**src/rtl/rgb_din2sbit.sv**
```systemverilog
// Decodes a single-wire WS2812-style data line into serial-bit events (0, 1 or stream reset)
// by timing each high pulse and each low period after a two-flop synchronizer.
module rgb_din2sbit #(
    parameter int SAMPLE_TIME_CLKS  = 57,
    parameter int MIN_HIGH_CLKS     = 10,
    parameter int STREAM_RESET_CLKS = 4800,
    parameter int OUT_STROBE_CLKS   = 2,
    parameter int CNT_W             = 13
) (
    input  logic clk,
    input  logic rst,
    input  logic in_din,
    output logic out_strobe,
    output logic out_sbit_value,
    output logic out_stream_reset,
    output logic out_glitch
);

    localparam logic [1:0] S_WAITLOW = 2'd0;
    localparam logic [1:0] S_LOW     = 2'd1;
    localparam logic [1:0] S_HIGH    = 2'd2;
    localparam logic [1:0] S_HOLD    = 2'd3;

    localparam int WW = $clog2(OUT_STROBE_CLKS + 1);

    localparam logic [CNT_W-1:0] CNT_ONE    = CNT_W'(1);
    localparam logic [CNT_W-1:0] CNT_MAX    = {CNT_W{1'b1}};
    localparam logic [CNT_W-1:0] SAMPLE_C   = CNT_W'(SAMPLE_TIME_CLKS);
    localparam logic [CNT_W-1:0] MIN_HIGH_C = CNT_W'(MIN_HIGH_CLKS);
    // The stream reset fires on the clk whose low sample brings cnt up to the threshold.
    localparam logic [CNT_W-1:0] SRST_PRE_C = CNT_W'(STREAM_RESET_CLKS - 1);
    localparam logic [WW-1:0]    W_ONE      = WW'(1);
    localparam logic [WW-1:0]    W_LAST     = WW'(OUT_STROBE_CLKS);

    logic [1:0]       sync_reg;
    logic             din_s;
    logic [1:0]       state_reg, state_next;
    logic [CNT_W-1:0] cnt_reg, cnt_next, cnt_inc;
    logic             armed_reg, armed_next;
    logic [WW-1:0]    width_cnt_reg;
    logic             emit, emit_val, emit_sr, glitch_next;

    assign din_s   = sync_reg[1];
    assign cnt_inc = (cnt_reg == CNT_MAX) ? cnt_reg : cnt_reg + CNT_ONE;

    always_ff @(posedge clk or posedge rst) begin
        if (rst) begin
            sync_reg <= 2'b11;
        end else begin
            sync_reg <= {sync_reg[0], in_din};
        end
    end

    always_comb begin
        state_next  = state_reg;
        cnt_next    = cnt_reg;
        armed_next  = armed_reg;
        emit        = 1'b0;
        emit_val    = 1'b0;
        emit_sr     = 1'b0;
        glitch_next = 1'b0;
        case (state_reg)
            S_WAITLOW: begin
                if (!din_s) begin
                    state_next = S_LOW;
                    cnt_next   = CNT_ONE;
                end
            end
            S_LOW: begin
                if (din_s) begin
                    state_next = S_HIGH;
                    cnt_next   = CNT_ONE;
                end else begin
                    cnt_next = cnt_inc;
                    if (armed_reg && cnt_reg == SRST_PRE_C) begin
                        emit       = 1'b1;
                        emit_sr    = 1'b1;
                        armed_next = 1'b0;
                    end
                end
            end
            S_HIGH: begin
                if (cnt_reg >= SAMPLE_C) begin
                    emit       = 1'b1;
                    emit_val   = 1'b1;
                    armed_next = 1'b1;
                    state_next = S_HOLD;
                end else if (!din_s) begin
                    state_next = S_LOW;
                    cnt_next   = CNT_ONE;
                    if (cnt_reg >= MIN_HIGH_C) begin
                        emit       = 1'b1;
                        armed_next = 1'b1;
                    end else begin
                        glitch_next = 1'b1;
                    end
                end else begin
                    cnt_next = cnt_inc;
                end
            end
            default: begin
                // S_HOLD: a line stuck high after a decoded 1 yields nothing further.
                if (!din_s) begin
                    state_next = S_LOW;
                    cnt_next   = CNT_ONE;
                end
            end
        endcase
    end

    always_ff @(posedge clk or posedge rst) begin
        if (rst) begin
            state_reg <= S_WAITLOW;
            cnt_reg   <= '0;
            armed_reg <= 1'b1;
        end else begin
            state_reg <= state_next;
            cnt_reg   <= cnt_next;
            armed_reg <= armed_next;
        end
    end

    always_ff @(posedge clk or posedge rst) begin
        if (rst) begin
            out_strobe       <= 1'b0;
            out_sbit_value   <= 1'b0;
            out_stream_reset <= 1'b0;
            out_glitch       <= 1'b0;
            width_cnt_reg    <= '0;
        end else begin
            out_glitch <= glitch_next;
            if (emit) begin
                out_strobe       <= 1'b1;
                out_sbit_value   <= emit_val;
                out_stream_reset <= emit_sr;
                width_cnt_reg    <= W_ONE;
            end else if (out_strobe) begin
                if (width_cnt_reg == W_LAST) begin
                    out_strobe       <= 1'b0;
                    out_sbit_value   <= 1'b0;
                    out_stream_reset <= 1'b0;
                    width_cnt_reg    <= '0;
                end else begin
                    width_cnt_reg <= width_cnt_reg + W_ONE;
                end
            end
        end
    end

endmodule

```
**config.mk**
```make
export PLATFORM = sky130hd
export DESIGN_NAME = rgb_din2sbit
export DESIGN_NICKNAME = d
export VERILOG_FILES = /design/src/rtl/rgb_din2sbit.sv
export SDC_FILE = /design/constraint.sdc
export NUM_CORES = 1
export LEC_CHECK = 0
export CAP_MARGIN = 20
export CORE_MARGIN = 4
export CORE_UTILIZATION = 40
export CTS_BUF_LIST = sky130_fd_sc_hd__clkbuf_2
export CTS_CLUSTER_DIAMETER = 50
export CTS_CLUSTER_SIZE = 20
export DETAILED_ROUTE_END_ITERATION = 6
export HOLD_SLACK_MARGIN = 0.02
export SYNTH_ARGS = -nofsm -noshare
export SYNTH_HDL_FRONTEND = slang
export SYNTH_SLANG_ARGS = --single-unit
```
**constraint.sdc**
```tcl
create_clock -name clk -period 6 [get_ports clk]
set_input_delay 0.6 -clock clk [delete_from_list [all_inputs] [get_ports clk]]
set_output_delay 0.6 -clock clk [all_outputs]
set_load 0.02 [all_outputs]
```
==> results.toml, run 1 <==
[timing]
timing.fmax_ghz = 0.353
worst_pin_slew_ns = 0.894
finalCriticalPeriod_ns = 2.83
setup_viol = 0
hold_slack_ns = 0.376
hold_violations = 0
drv_slew = 0
fin_worst_skew_ns = 0.00785
fin_setup_tns_ns = 0
rsz0062_at_grt = "false"
min_period_over_period_pct = 47.2
setup_ws_ns = 3.17
max_slew_margin_pct = 40.3

[drt]
vias = 1251
wl_mm = 3.30
first_pass_iters = 4
post_drt_wl_per_cell_microns = 15.4
ant_nets = 0
drt_iter0_markers = 63
avgViaCountPerCell = 5.85
drc_errors = 0

[clock_tree]
cts_htree_levels = 1
tritoncts = "built"
cts.path.max_buffers = 2
post_cts_resized = 0
clkSlewWorstSetupHoldPaths_ns = 0.24
postCtsHoldBufs = 0
ctsRootBufferMaster = "clkbuf_2"
clk-insertion-delay-late_ns = 0.35
cts.sinks = 24
cts_setup_buffers = 0
cts_buffers = 3

[die]
die_w_microns = 69.5
core_sq_um = 3660
ios = 7
start_util_pct = 41.4
die_area_sq_um = 4840
rows = 22
die_y_microns = 69.5

[synthesis]
yosys-top-cells-area = "dfrtp_1, dfstp_2, ha_1, a2111oi_4, a21oi_1"
synthTopCellsByCount = "dfrtp_1, nor2_1, inv_1"
synth_area_sq_um = 1520
synth_top_area_share_pct = 34.7
yosys.cell_count.top_type = "dfrtp_1"
yosysTopAreaCell = "dfrtp_1"
synthFlopType = "dfrtp_1"
synth_area_per_cell_sq_um = 9.35
yosysSeqAreaShare_pct = 39.9
synthArstFlopShare_pct = 100
syn_nets = 170
yosys_warnings = 0
synthesis.instances = 162
ys_ff_latch = 24
synth_enable_flop_cells = 0
ys_types = 46

[setup_path]
reg2regPathDepth = 7
crit_path_top_delay_cell = "a221oi_2"
critPathKind = "reg -> reg"
rr_endpoint = "cnt_reg[2]"
rrSetupSlack_ns = 3.17
crit_required_ns = 6.29
crit_arrival_ns = 3.12
path_cells = "inv_1 > ha_1 > or4_1 > a211o_1 > a221oi_2 > a211oi_1 > a31o_2"
reg2reg_from = "cnt_reg[1]"
max_stage_delay_ns = 0.72
cp-end-kind = "flop"
path_max_fanout = 11
cp-start-kind = "flop"

[layout]
final_cells = 214
finalInstanceArea_sq_um = 1640
final_util_pct = 44.8
layout.nets = 175
drive_above_1_share_pct = 12.0
num_antenna_cells = 0
area_growth_pct = 8.26
largest_reg_flops = 13

[grt]
grt_pass1_vias = 1226
grt_max_degree = 25
grt_pass1_wl_mm = 5.57
overflow = 0
grt_antenna_before_repair = 0
gr-usage-all-layers_pct = 14.0

[place]
pre_cts_ws_ns = 3.20
gp_congestion = 0.861
hpwl_mm = 2.36
dpl_cell_area_sq_um = 1590
port_buffers = 6
dp.cells = 209

[min_path]
hold_depth = 0
worstHoldStart = "sync_reg[0]"
min_to = "sync_reg[1]"
min_path_type = "reg -> reg"

[power]
power_mw = 0.491
p_per_area_nw_per_um2 = 299
worst_ir_drop_vdd_mv = 0.163
leakage_nw = 0.670

[flow_run]
cap_violations = 0

[outcome]
status = "finished clean"
-- power breakdown --
| group | switching [mW] | internal (mW) |
|---|---|---|
| Combinational | 0.114 | 0.0656 |
| Sequential | 0.0231 | 0.179 |
| Clock | 0.0518 | 0.0574 |
| Total | 0.189 | 0.302 |
-- area by class of cell --
class | instances | area (sq um)
Inverter | 12 | 45.0
Clock buffer | 3 | 15.0
Timing Repair Buffer | 8 | 72.6
Fill cell | 362 | 2020
Multi-Input combinational cell | 118 | 813
Sequential cell | 24 | 604
Tap cell | 48 | 60.1
Clock inverter | 1 | 30.0
-- worst max-delay path: cells and delay by family, from the launching register on --
kind / cells / cell delay [ns]
flops: 1 / 0.52
compound gates: 4 / 1.55
buf+inv: 1 / 0.08
fa+ha+maj: 1 / 0.17
simple gates: 1 / 0.43
-- logic make-up (layout without fill, tap and decap cells) --
family                     count (synthesis)  count (layout)  synth area share, %
adders and majority gates                  5               5                 4.13
buffers and inverters                     20              24                 6.44
muxes                                      1               1                0.661
xor gates and xnor gates                   4               4                 2.31
and+or+nand+nor                           62              62                 22.2
DFF                                       24              24                 39.9
AOI/OAI and AO/OA                         46              46                 24.4
-- per-layer routing --
layer,up-vias,wire (microns),track usage (%),share of wire [%]
li1,607,-,-,-
met1,611,1560,18.8,47
met2,29,1570,22.7,47
met3,4,149,2.75,4.5
met4,0,25,4.12,0.76
met5,-,0,0,0
-- cells in the final DEF (no fill, tap or decap), drive strengths merged, types with 4 or more instances in the layout --
| cell type | netlist | routed |
|---|---|---|
| a2111oi | 5 | 5 |
| nand2 | 11 | 11 |
| a21oi | 10 | 10 |
| dfrtp | 21 | 21 |
| ha | 5 | 5 |
| o21ai | 8 | 8 |
| inv | 12 | 12 |
| nand3 | 8 | 8 |
| xnor2 | 4 | 4 |
| nor2 | 13 | 13 |
| a211oi | 5 | 5 |
| clkdlybuf4s50 | 0 | 6 |
-- how the worst max path moves through the flow --
stage               startpoint           to  cells past startpoint  slack (ns)
floorplan           cnt_reg[1]  cnt_reg[10]                      8        3.57
global placement    cnt_reg[1]   cnt_reg[2]                      7        3.30
detailed placement  cnt_reg[1]   cnt_reg[2]                      7        3.20
CTS                 cnt_reg[1]   cnt_reg[2]                      7        3.16
global route        cnt_reg[1]   cnt_reg[2]                      7        2.96
finish              cnt_reg[1]   cnt_reg[2]                      7        3.17
Note: power is estimated with default switching activity, not from simulation.
==> run 2, diff against run 1 <==
==> constraint.sdc (replaced) <==
create_clock -name clk -period 2.65 [get_ports clk]
set_input_delay 0.265 -clock clk [delete_from_list [all_inputs] [get_ports clk]]
set_output_delay 0.265 -clock clk [all_outputs]
set_load 0.02 [all_outputs]
==> results.toml, run 2 (synthesis results as in run 1) <==
[place]
gp_congestion = 0.848
dp.cells = 219
port_buffers = 6
hpwl_mm = 2.43

[grt]
overflow = 0
grt_max_degree = 25
grt_pass1_vias = 1250
grt_pass1_wl_mm = 5.67
grt_antenna_before_repair = 0
gr-usage-all-layers_pct = 14.2

[setup_path]
crit_required_ns = 2.98
cp_num_buf_inv = 0
cpLargestDelayFamily = "simple AND/OR/NAND/NOR gates"
max_stage_delay_ns = 0.50
path_cells = "ha_1 > or4_1 > a211o_4 > a2111oi_4 > or4b_1 > nand2_1"
reg2reg_from = "cnt_reg[0]"
critPathKind = "reg -> reg"
crit_path_top_delay_cell = "dfrtp_2"
startpoint = "cnt_reg[0]"
crit_arrival_ns = 2.89
path_max_fanout = 11
cp-start-kind = "flop"
cp-end-kind = "flop"

[die]
die_area_sq_um = 4840
rows = 22
core_sq_um = 3660
start_util_pct = 41.4
ios = 7
die_w_microns = 69.5
die_y_microns = 69.5

[drt]
met3_length_microns = 58
met2WireLength_mm = 1.60
wl_mm = 3.31
drc_errors = 0
avgViaCountPerCell = 5.77
post_drt_wl_per_cell_microns = 14.8
dr.max_layer_used = "met4"
drt_iter0_markers = 65
vias = 1286
wl_met1_mm = 1.60
ant_nets = 0
first_pass_iters = 4

[layout]
num_antenna_cells = 0
largest_reg_flops = 13
layout.cells.most_common = "dfrtp_1"
final_cell_mix = "dfrtp_1, nor2_1, inv_1"
drive_above_1_share_pct = 18.3
final_cells = 223
fillers = 349
layout.nets = 184
area_growth_pct = 13.7

[flow_run]
cap_violations = 0

[power]
worst_ir_drop_vdd_mv = 0.318
leakage_nw = 0.713
p_per_area_nw_per_um2 = 679

[min_path]
min_path_type = "in -> reg"
worstHoldStart = "in_din"

[clock_tree]
cts.sinks = 24
cts_htree_levels = 1
postCtsHoldBufs = 0
cts_buffers = 3
clk-insertion-delay-late_ns = 0.36
ctsRootBufferMaster = "clkbuf_2"
cts.path.max_buffers = 2
tritoncts = "built"
clkSlewWorstSetupHoldPaths_ns = 0.25

[timing]
setup_viol = 0
hold_violations = 0
timing.fmax_ghz = 0.391
rsz0062_at_grt = "false"
min_period_over_period_pct = 96.6
max_slew_margin_pct = 37.7
finalCriticalPeriod_ns = 2.56
fin_setup_tns_ns = 0
fin_worst_skew_ns = 0.00441
worst_pin_slew_ns = 0.934
drv_slew = 0

[outcome]
status = "finished clean"
[run 2: changes by cell type in the layout (fill, tap and decap cells not counted)]
| cell | previous run | this run |
|---|---|---|
| a2111oi_1 | 0 | 1 |
| buf_2 | 1 | 0 |
| a211o_1 | 1 | 0 |
| dfrtp_2 | 0 | 2 |
| dfrtp_1 | 21 | 19 |
| a2111oi_0 | 3 | 2 |
| buf_4 | 1 | 11 |
| a211o_4 | 0 | 1 |
[run 2: worst reg2reg max path: stages, from the launching register on]
cell and delay [ns]:
dfrtp_2 0.50, ha_1 0.21, or4_1 0.46, a211o_4 0.44
a2111oi_4 0.37, or4b_1 0.46, nand2_1 0.09
[run 2: per-layer routing]
metal | GRT usage, % | up-vias
met5 | 0 | -
met4 | 5.64 | 0
met3 | 2.46 | 5
met2 | 22.8 | 13
met1 | 19.1 | 645
li1 | - | 623
[run 2: worst paths after layout]
path | endpoint | cells after the start | slack [ns]
setup / recovery | cnt_reg[10] | 6 | 0.09
hold / removal | sync_reg[0] | 1 | 0.27
setup reg to reg | cnt_reg[10] | 6 | 0.09
hold reg to reg | sync_reg[1] | 0 | 0.38
max in group asynchronous | cnt_reg[0] | 2 | 1.67
min in group asynchronous | cnt_reg[2] | 2 | 0.37
[run 2: area by class of cell]
class                   instances  area (sq um)  share of cell area (%)
clock inverters                 1          30.0                    1.74
repair buffers                 17           143                    8.28
well taps                      48          60.1                    3.49
flip-flops and latches         24           607                    35.2
inverters                      12          45.0                    2.61
multi-input cells             118           823                    47.8
clock buffers                   3          15.0                   0.871
[run 2: power by group]
part	switching, mW	internal, mW
Clock	0.124	0.130
Sequential	0.0416	0.409
Combinational	0.273	0.193
Total	0.438	0.732
[run 2: stage by stage]
step	instance area (sq um)	total power, mW	hold slack [ns]	worst slack [ns]	utilization [%]
after CTS	1710	1.17	0.258	0.00340	46.7
after detailed placement	1670	0.912	0.348	0.0935	45.5
after floorplan	1520	0.771	0.269	0.215	-
final	1720	1.17	0.267	0.0900	47.1
after global routing	1720	1.26	0.243	0.0101	47.1
after global placement	1670	0.902	0.349	0.118	45.5
[run 2: what timing repair did]
item	in CTS	in global routing
gates resized for setup	0	5
endpoints found under the setup margin	0	7
setup buffers	0	0
